**src/rtl/mips_multicycle_control.sv**
```systemverilog
// mips_multicycle_control: main control FSM sequencing the multi-cycle MIPS datapath
module mips_multicycle_control #(
  parameter int ENABLE_ADDI = 1,
  parameter int STATE_W = 4
) (
  input  logic               clk,
  input  logic               rst,
  input  logic [5:0]         opcode,
  input  logic               mem_ready,
  output logic               PCWrite,
  output logic               PCWriteCond,
  output logic               IorD,
  output logic               MemRead,
  output logic               MemWrite,
  output logic               MemtoReg,
  output logic               IRWrite,
  output logic [1:0]         PCSource,
  output logic [1:0]         ALUOp,
  output logic               ALUSrcA,
  output logic [1:0]         ALUSrcB,
  output logic               RegWrite,
  output logic               RegDst,
  output logic               instr_done,
  output logic               illegal_op,
  output logic [STATE_W-1:0] dbg_state
);
  localparam logic [5:0] OP_R = 6'b000000, OP_LW = 6'b100011, OP_SW = 6'b101011;
  localparam logic [5:0] OP_BEQ = 6'b000100, OP_J = 6'b000010, OP_ADDI = 6'b001000;
  typedef enum logic [STATE_W-1:0] {
    FETCH, DECODE, MEMADR, MEMRD, MEMWB, MEMWR, EXEC, RWB, BRANCH, JUMP, ADDIEX, ADDIWB
  } state_t;
  state_t state, nxt;
  logic done_n, ill_n;
  assign dbg_state = state;
  // next state plus the retire/illegal events that become next cycle's pulses
  always_comb begin
    nxt = FETCH;
    done_n = 1'b0;
    ill_n = 1'b0;
    case (state)
      FETCH:  nxt = mem_ready ? DECODE : FETCH;
      DECODE: begin
        nxt = opcode == OP_R ? EXEC :
              (opcode == OP_LW || opcode == OP_SW) ? MEMADR :
              opcode == OP_BEQ ? BRANCH :
              opcode == OP_J ? JUMP :
              (opcode == OP_ADDI && ENABLE_ADDI != 0) ? ADDIEX : FETCH;
        ill_n = nxt == FETCH;
      end
      MEMADR: nxt = opcode == OP_SW ? MEMWR : MEMRD;
      MEMRD:  nxt = mem_ready ? MEMWB : MEMRD;
      MEMWR:  begin nxt = mem_ready ? FETCH : MEMWR; done_n = mem_ready; end
      EXEC:   nxt = RWB;
      ADDIEX: nxt = ADDIWB;
      MEMWB, RWB, BRANCH, JUMP, ADDIWB: done_n = 1'b1;
      default: nxt = FETCH;
    endcase
  end
  // state register and registered one-cycle pulses
  always_ff @(posedge clk) begin
    if (rst) begin
      state <= FETCH;
      instr_done <= 1'b0;
      illegal_op <= 1'b0;
    end else begin
      state <= nxt;
      instr_done <= done_n;
      illegal_op <= ill_n;
    end
  end
  // Moore control decode; reset blanks everything so an aborted instruction writes nothing
  always_comb begin
    PCWrite = 1'b0;
    PCWriteCond = 1'b0;
    IorD = 1'b0;
    MemRead = 1'b0;
    MemWrite = 1'b0;
    MemtoReg = 1'b0;
    IRWrite = 1'b0;
    PCSource = 2'b00;
    ALUOp = 2'b00;
    ALUSrcA = 1'b0;
    ALUSrcB = 2'b00;
    RegWrite = 1'b0;
    RegDst = 1'b0;
    if (!rst) begin
      case (state)
        FETCH:  begin MemRead = 1'b1; ALUSrcB = 2'b01; IRWrite = mem_ready; PCWrite = mem_ready; end
        DECODE: ALUSrcB = 2'b11;
        MEMADR: begin ALUSrcA = 1'b1; ALUSrcB = 2'b10; end
        MEMRD:  begin MemRead = 1'b1; IorD = 1'b1; end
        MEMWB:  begin RegWrite = 1'b1; MemtoReg = 1'b1; end
        MEMWR:  begin MemWrite = 1'b1; IorD = 1'b1; end
        EXEC:   begin ALUSrcA = 1'b1; ALUOp = 2'b10; end
        RWB:    begin RegWrite = 1'b1; RegDst = 1'b1; end
        BRANCH: begin ALUSrcA = 1'b1; ALUOp = 2'b01; PCWriteCond = 1'b1; PCSource = 2'b01; end
        JUMP:   begin PCWrite = 1'b1; PCSource = 2'b10; end
        ADDIEX: begin ALUSrcA = 1'b1; ALUSrcB = 2'b10; end
        ADDIWB: RegWrite = 1'b1;
        default: ;
      endcase
    end
  end
endmodule

```
**config.mk**
```make
export PLATFORM = sky130hd
export DESIGN_NAME = mips_multicycle_control
export DESIGN_NICKNAME = d
export VERILOG_FILES = /design/src/rtl/mips_multicycle_control.sv
export SDC_FILE = /design/constraint.sdc
export NUM_CORES = 1
export LEC_CHECK = 0
export CORE_MARGIN = 1
export CORE_UTILIZATION = 35
export CTS_BUF_LIST = sky130_fd_sc_hd__clkbuf_4 sky130_fd_sc_hd__clkbuf_8
export DETAILED_ROUTE_END_ITERATION = 10
export PLACE_DENSITY_LB_ADDON = 0.08
export SLEW_MARGIN = 10
export SYNTH_ARGS = -nofsm -noshare
export SYNTH_HDL_FRONTEND = slang
export SYNTH_SLANG_ARGS = --single-unit
```
**constraint.sdc**
```tcl
create_clock -name clk -period 3.3 [get_ports clk]
set_input_delay 0.33 -clock clk [delete_from_list [all_inputs] [get_ports clk]]
set_output_delay 0.33 -clock clk [all_outputs]
set_load 0.01 [all_outputs]
```
==> results of run 1 <==
[power groups by stage]
stage | Combinational, mW | Clock, mW | Sequential (mW)
2_1_floorplan | 0.0315 | 0 | 0.0784
3_3_place_gp | 0.0562 | 0 | 0.0807
3_5_place_dp | 0.0572 | 0 | 0.0806
4_1_cts | 0.0572 | 0.0699 | 0.0792
5_1_grt | 0.0627 | 0.0743 | 0.0797
6_report | 0.0574 | 0.0665 | 0.0793
[through the flow]
step                hold WS (ns)  power [mW]  worst slack [ns]  util (%)  cells
floorplan                 0.4808      0.1098             1.541         -     92
global placement          0.7161      0.1369            0.7220     53.12    137
detailed placement        0.7012      0.1378            0.6758     53.12    137
CTS                       0.7065      0.2064            0.6707     54.42    140
global route              0.7582      0.2166            0.5567     54.42    140
finish                    0.7052      0.2032            0.6608     54.42    140
[cells by family after synthesis]
| logic type | share of synthesized area [%] |
|---|---|
| compound gates | 23.78 |
| simple gates | 46.00 |
| flops | 18.71 |
| buf+inv | 8.773 |
| xor+xnor | 2.730 |
[final timing paths]
| kind | slack (ns) | startpoint | cells past startpoint | to |
|---|---|---|---|---|
| worst max-delay path | 0.66 | rst | 6 | PCWrite |
| worst min-delay path | 0.71 | dbg_state[0] | 1 | dbg_state[1] |
| worst max register to register | 1.71 | dbg_state[1] | 3 | dbg_state[1] |
| worst min register to register | 0.71 | dbg_state[0] | 1 | dbg_state[1] |
[state kept, by name (all words and copies together), names as in the netlist]
| name | flops |
|---|---|
| dbg_state | 4 |
| illegal_op | 1 |
| instr_done | 1 |
[area by class of cell]
cell class / instances / area [um2] / share of cell area [%]
flip-flops and latches: 6 / 120.1 / 12.78
repair buffers: 30 / 300.3 / 31.96
multi-input cells: 76 / 465.4 / 49.53
clock buffers: 3 / 22.52 / 2.397
well taps: 25 / 31.28 / 3.329
[worst max-delay path: stages]
cell and delay [ns]:
clkdlybuf4s50_1 0.65, or3_1 0.44, nor2_1 0.12, and2_1 0.15
or2_1 0.09, clkdlybuf4s50_1 0.52
[cell usage after synthesis, types with 2 or more instances]
master | number | share of area [%]
or2_0 | 2 | 1.9
nand2b_1 | 6 | 5.8
buf_2 | 6 | 4.7
clkbuf_1 | 2 | 1.2
nor2_1 | 13 | 7.6
or2_2 | 2 | 1.9
o21ai_0 | 4 | 3.1
nor2b_1 | 2 | 1.9
a2111oi_0 | 2 | 2.7
nand3b_1 | 2 | 2.3
a21oi_1 | 7 | 5.5
dfxtp_1 | 6 | 19
nor4_1 | 7 | 6.8
o31ai_1 | 2 | 2.3
a211oi_1 | 2 | 2.3
and3_1 | 2 | 1.9
nor3_1 | 6 | 4.7
[per-layer routing]
metal	GRT usage [%]	wire, um	share of wire, %	vias up
li1	-	-	-	390
met1	24.76	749	46	332
met2	27.65	721	44	48
met3	3.600	140	8.6	2
met4	3.636	12	0.74	0
met5	0	0	0	-
==> flow_metrics.py, run 1 <==
metrics = {
    "critical_path": {
        "crit_fanout": 15,
        "crit_arrival_ns": 2.31,
        "worstSetupPathType": "in2out",
        "cp-end-kind": "output pin",
        "crit_required_ns": 2.97,
        "startpoint_type": "input port",
    },
    "route": {
        "vias_per_cell": 5.514,
        "wl_per_cell_um": 11.60,
        "drc": 0,
        "drt_iter0_drc": 29,
        "drt-total-wl_um": 1624,
        "dr_total_vias": 772,
        "detail_route.first_pass.iterations": 6,
        "ant_nets": 0,
    },
    "synthesis": {
        "synth_edf_count": 0,
        "yosysUniqueCellTypes": 36,
        "ys_async_sr_fraction_pct": 0,
        "avgSynthCellArea_um2": 6.977,
        "syn_area_um2": 641.9,
        "synth_seq_area_share_pct": 18.71,
        "yosysWarnings": 0,
        "synth_flop_cell": "dfxtp_1",
        "ys_seq_elements": 6,
        "synthCells": 92,
        "syn_nets": 101,
    },
    "timing": {
        "setup_viol": 0,
        "drv_slew": 0,
        "fmax_mhz": 378.9,
        "rsz0062_at_grt": "false",
        "slew_headroom_pct": 58.51,
        "tightestPinTransition_ns": 0.6214,
        "finalCritPeriodShare_pct": 79.98,
        "timing.final.hold_violations": 0,
        "finClkSkew_ns": 0.005750,
        "tns_ns": 0,
        "finalWorstPathRequiredPeriod_ns": 2.639,
    },
    "place": {
        "dpl_cell_area_um2": 917.1,
        "gp_congestion": 0.7419,
        "dpl.hpwl_um": 1212,
        "port_buffers": 30,
    },
    "pwr": {
        "ir_drop_v": 0.0001776,
        "clock_power_share_pct": 32.7,
        "p_leak_nw": 0.2941,
        "p_seq_share_pct": 39.0,
        "p_per_area_mw_per_mm2": 216.3,
        "total_switching_power_uw": 56.89,
        "switching_share_pct": 28.00,
        "comb_power_share_pct": 28.2,
        "p_int_uw": 146.3,
    },
    "hold_path": {
        "worstHoldPathType": "reg2reg",
    },
    "clocking": {
        "cts_tree": "yes",
        "cts-resized-gates": 0,
        "clock_sinks": 6,
        "h-tree-depth": 1,
        "cts_buffers": 3,
        "cts_setup_buffers": 0,
        "cts_root_buffer": "clkbuf_4",
        "clock_latency_ns": 0.25,
        "cts_hold_buf": 0,
        "clock_path_buffers": 2,
        "clk_pin_slew_ns": 0.04,
    },
    "layout": {
        "final_common_cell": "clkdlybuf4s50_1",
        "fill_cells": 182,
        "drive_gt1_share_pct": 6.087,
        "final_nets": 126,
        "area_growth_pct": 46.39,
        "final_area_um2": 939.7,
        "num_antenna_cells": 0,
        "final_cell_mix": "clkdlybuf4s50_1, nor2_1, nor4_1, a21oi_1",
    },
    "floorplan": {
        "dieHeight_um": 44.83,
        "die_w_um": 44.83,
        "dieArea_mm2": 0.002009,
        "num_rows": 15,
        "boundaryPins": 31,
        "coreArea_mm2": 0.001727,
        "initial_core_util_pct": 37.17,
    },
    "global_route": {
        "antenna_found_initial": 0,
        "grt.total_usage_pct": 17.55,
        "grt_pass1_vias": 607,
        "grt_pass1_wl_um": 2691,
        "grt.overflow.total": 0,
        "grt_max_degree": 22,
    },
    "job": {
        "maxCapViolCount": 0,
    },
    "status": {
        "status": "completed",
    },
}
Note: power is estimated with default switching activity, not from simulation.
==> run 2, diff against run 1 <==
==> constraint.sdc (replaced) <==
create_clock -name clk -period 2.4 [get_ports clk]
set_input_delay 0.24 -clock clk [delete_from_list [all_inputs] [get_ports clk]]
set_output_delay 0.24 -clock clk [all_outputs]
set_load 0.01 [all_outputs]
==> run 2 against run 1 <==
- cell count increased by 3.6%
- worst hold slack got worse by 0.12 ns
- clock-buffer cell count unchanged
- setup slack got worse by 0.50 ns
- first-iteration DRC count unchanged
- combinational power increased by 49%
- clock skew increased by 0.0016 ns
- sequential cell count unchanged
- utilization increased by 2.2 points
- via count increased by 0.78%
- wire length increased by 5.2%
- clock power increased by 36%
- critical path type is now reg2out
==> flow_metrics.py, run 2 (same netlist as run 1, synthesis figures left out) <==
metrics = {
    "floorplan": {
        "dieArea_mm2": 0.002009,
        "num_rows": 15,
        "dieHeight_um": 44.83,
        "coreArea_mm2": 0.001727,
        "boundaryPins": 31,
        "die_w_um": 44.83,
        "initial_core_util_pct": 37.17,
    },
    "critical_path": {
        "crit_arrival_ns": 2.00,
        "r2r_start": "dbg_state[1]",
        "cp-end-kind": "output pin",
        "reg2reg_depth": 3,
        "crit-reg2reg-capture": "dbg_state[1]",
        "crit_fanout": 13,
        "crit_required_ns": 2.16,
        "startpoint_type": "flip-flop",
        "worstSetupPathType": "reg2out",
        "ff2ff_setup_slack_ns": 0.73,
    },
    "hold_path": {
        "min_from": "dbg_state[0]",
        "worstHoldPathType": "reg2reg",
        "hold-path-endpoint": "dbg_state[1]",
        "whs_path_depth": 1,
    },
    "timing": {
        "slew_headroom_pct": 64.70,
        "finalCritPeriodShare_pct": 93.23,
        "finClkSkew_ns": 0.007383,
        "fin_hold_ws_ns": 0.5848,
        "finalWorstPathRequiredPeriod_ns": 2.238,
        "drv_slew": 0,
        "fmax_mhz": 446.9,
        "tightestPinTransition_ns": 0.5287,
        "setup_viol": 0,
        "tns_ns": 0,
        "rsz0062_at_grt": "false",
        "timing.final.hold_violations": 0,
    },
    "pwr": {
        "p_seq_share_pct": 37.6,
        "total_switching_power_uw": 78.39,
        "p_leak_nw": 0.3205,
        "comb_power_share_pct": 30.4,
        "switching_share_pct": 27.75,
        "p_int_uw": 204.1,
        "ir_drop_v": 0.0002655,
        "p_per_area_mw_per_mm2": 289.1,
        "clock_power_share_pct": 32.1,
    },
    "clocking": {
        "cts_root_buffer": "clkbuf_4",
        "cts_buffers": 3,
        "cts_setup_buffers": 0,
        "cts_hold_buf": 0,
        "cts-resized-gates": 0,
        "h-tree-depth": 1,
        "cts_tree": "yes",
        "clock_latency_ns": 0.24,
        "clock_path_buffers": 2,
        "clk_pin_slew_ns": 0.05,
        "clock_sinks": 6,
    },
    "global_route": {
        "grt_max_degree": 17,
        "grt_pass1_wl_um": 2725,
        "grt.overflow.total": 0,
        "grt_pass1_vias": 621,
        "antenna_found_initial": 0,
        "grt.total_usage_pct": 17.96,
    },
    "layout": {
        "final_cell_mix": "clkdlybuf4s50_1, nor2_1, nor4_1, a21oi_1",
        "fill_cells": 185,
        "multi_input_area_um2": 465.4,
        "largest_reg_flops": 4,
        "final_common_cell": "clkdlybuf4s50_1",
        "drive_gt1_share_pct": 10.00,
        "ff_latch_area_um2": 120.1,
        "num_antenna_cells": 0,
        "final_nets": 131,
        "area_growth_pct": 52.24,
    },
    "route": {
        "ant_nets": 0,
        "wl_per_cell_um": 11.78,
        "detail_route.first_pass.iterations": 7,
        "dr_total_vias": 778,
        "drc": 0,
        "drt-total-wl_um": 1708,
        "vias_per_cell": 5.366,
        "drt_iter0_drc": 29,
    },
    "place": {
        "dpl.hpwl_um": 1275,
        "gp_congestion": 0.7973,
        "port_buffers": 30,
    },
    "status": {
        "status": "completed",
    },
    "job": {
        "maxCapViolCount": 0,
    },
}
## run 2: cell types whose count changed in the layout (fill, tap and decap cells not counted)
| cell | before | now |
|---|---|---|
| buf_4 | 0 | 5 |
## run 2: stage by stage
| stage | area [um2] | setup slack (ns) | util [%] | power [mW] | std cells |
|---|---|---|---|---|---|
| after floorplan | 641.9 | 0.7313 | - | 0.1510 | 92 |
| after global placement | 954.7 | 0.3189 | 55.29 | 0.1918 | 142 |
| after detailed placement | 954.7 | 0.2763 | 55.29 | 0.1933 | 142 |
| after CTS | 977.2 | 0.1688 | 56.59 | 0.2860 | 145 |
| after global routing | 977.2 | 0.02459 | 56.59 | 0.3032 | 145 |
| final | 977.2 | 0.1625 | 56.59 | 0.2825 | 145 |
## run 2: critical path, cell delays in order (launching register included)
cell	delay, ns
dfxtp_1	0.42
or3_1	0.44
nor2_1	0.13
and2_1	0.16
or2_1	0.09
clkdlybuf4s50_1	0.52
## run 2: power groups by stage
stage	combinational, mW	clock [mW]	sequential, mW
floorplan	0.0433	0	0.108
global placement	0.0841	0	0.108
detailed placement	0.0856	0	0.108
CTS	0.0857	0.0944	0.106
global route	0.0935	0.104	0.106
finish	0.0858	0.0906	0.106
## run 2: routing by layer
| layer | part of all wire, % | vias up | global-route usage (%) |
|---|---|---|---|
| met5 | 0 | - | 0 |
| met4 | 0 | 0 | 3.636 |
| met3 | 7.0 | 0 | 4.800 |
| met2 | 48 | 36 | 28.53 |
| met1 | 45 | 343 | 24.46 |
| li1 | - | 399 | - |
## run 2: area by class of cell
| cell class | instances | share of cell area, % |
|---|---|---|
| multi-input combinational | 76 | 47.63 |
| timing repair buffer | 35 | 34.57 |
| sequential | 6 | 12.29 |
| tap | 25 | 3.201 |
| clock buffer | 3 | 2.305 |
## run 2: worst max-delay path by stage
stage                 startpoint      end  slack [ns]  depth (start not counted)
global route        dbg_state[1]  MemRead        0.02                          3
floorplan           dbg_state[3]  PCWrite        0.73                          5
detailed placement           rst  PCWrite        0.28                          6
global placement             rst  PCWrite        0.32                          6
finish              dbg_state[3]  PCWrite        0.16                          5
CTS                 dbg_state[3]  PCWrite        0.17                          5
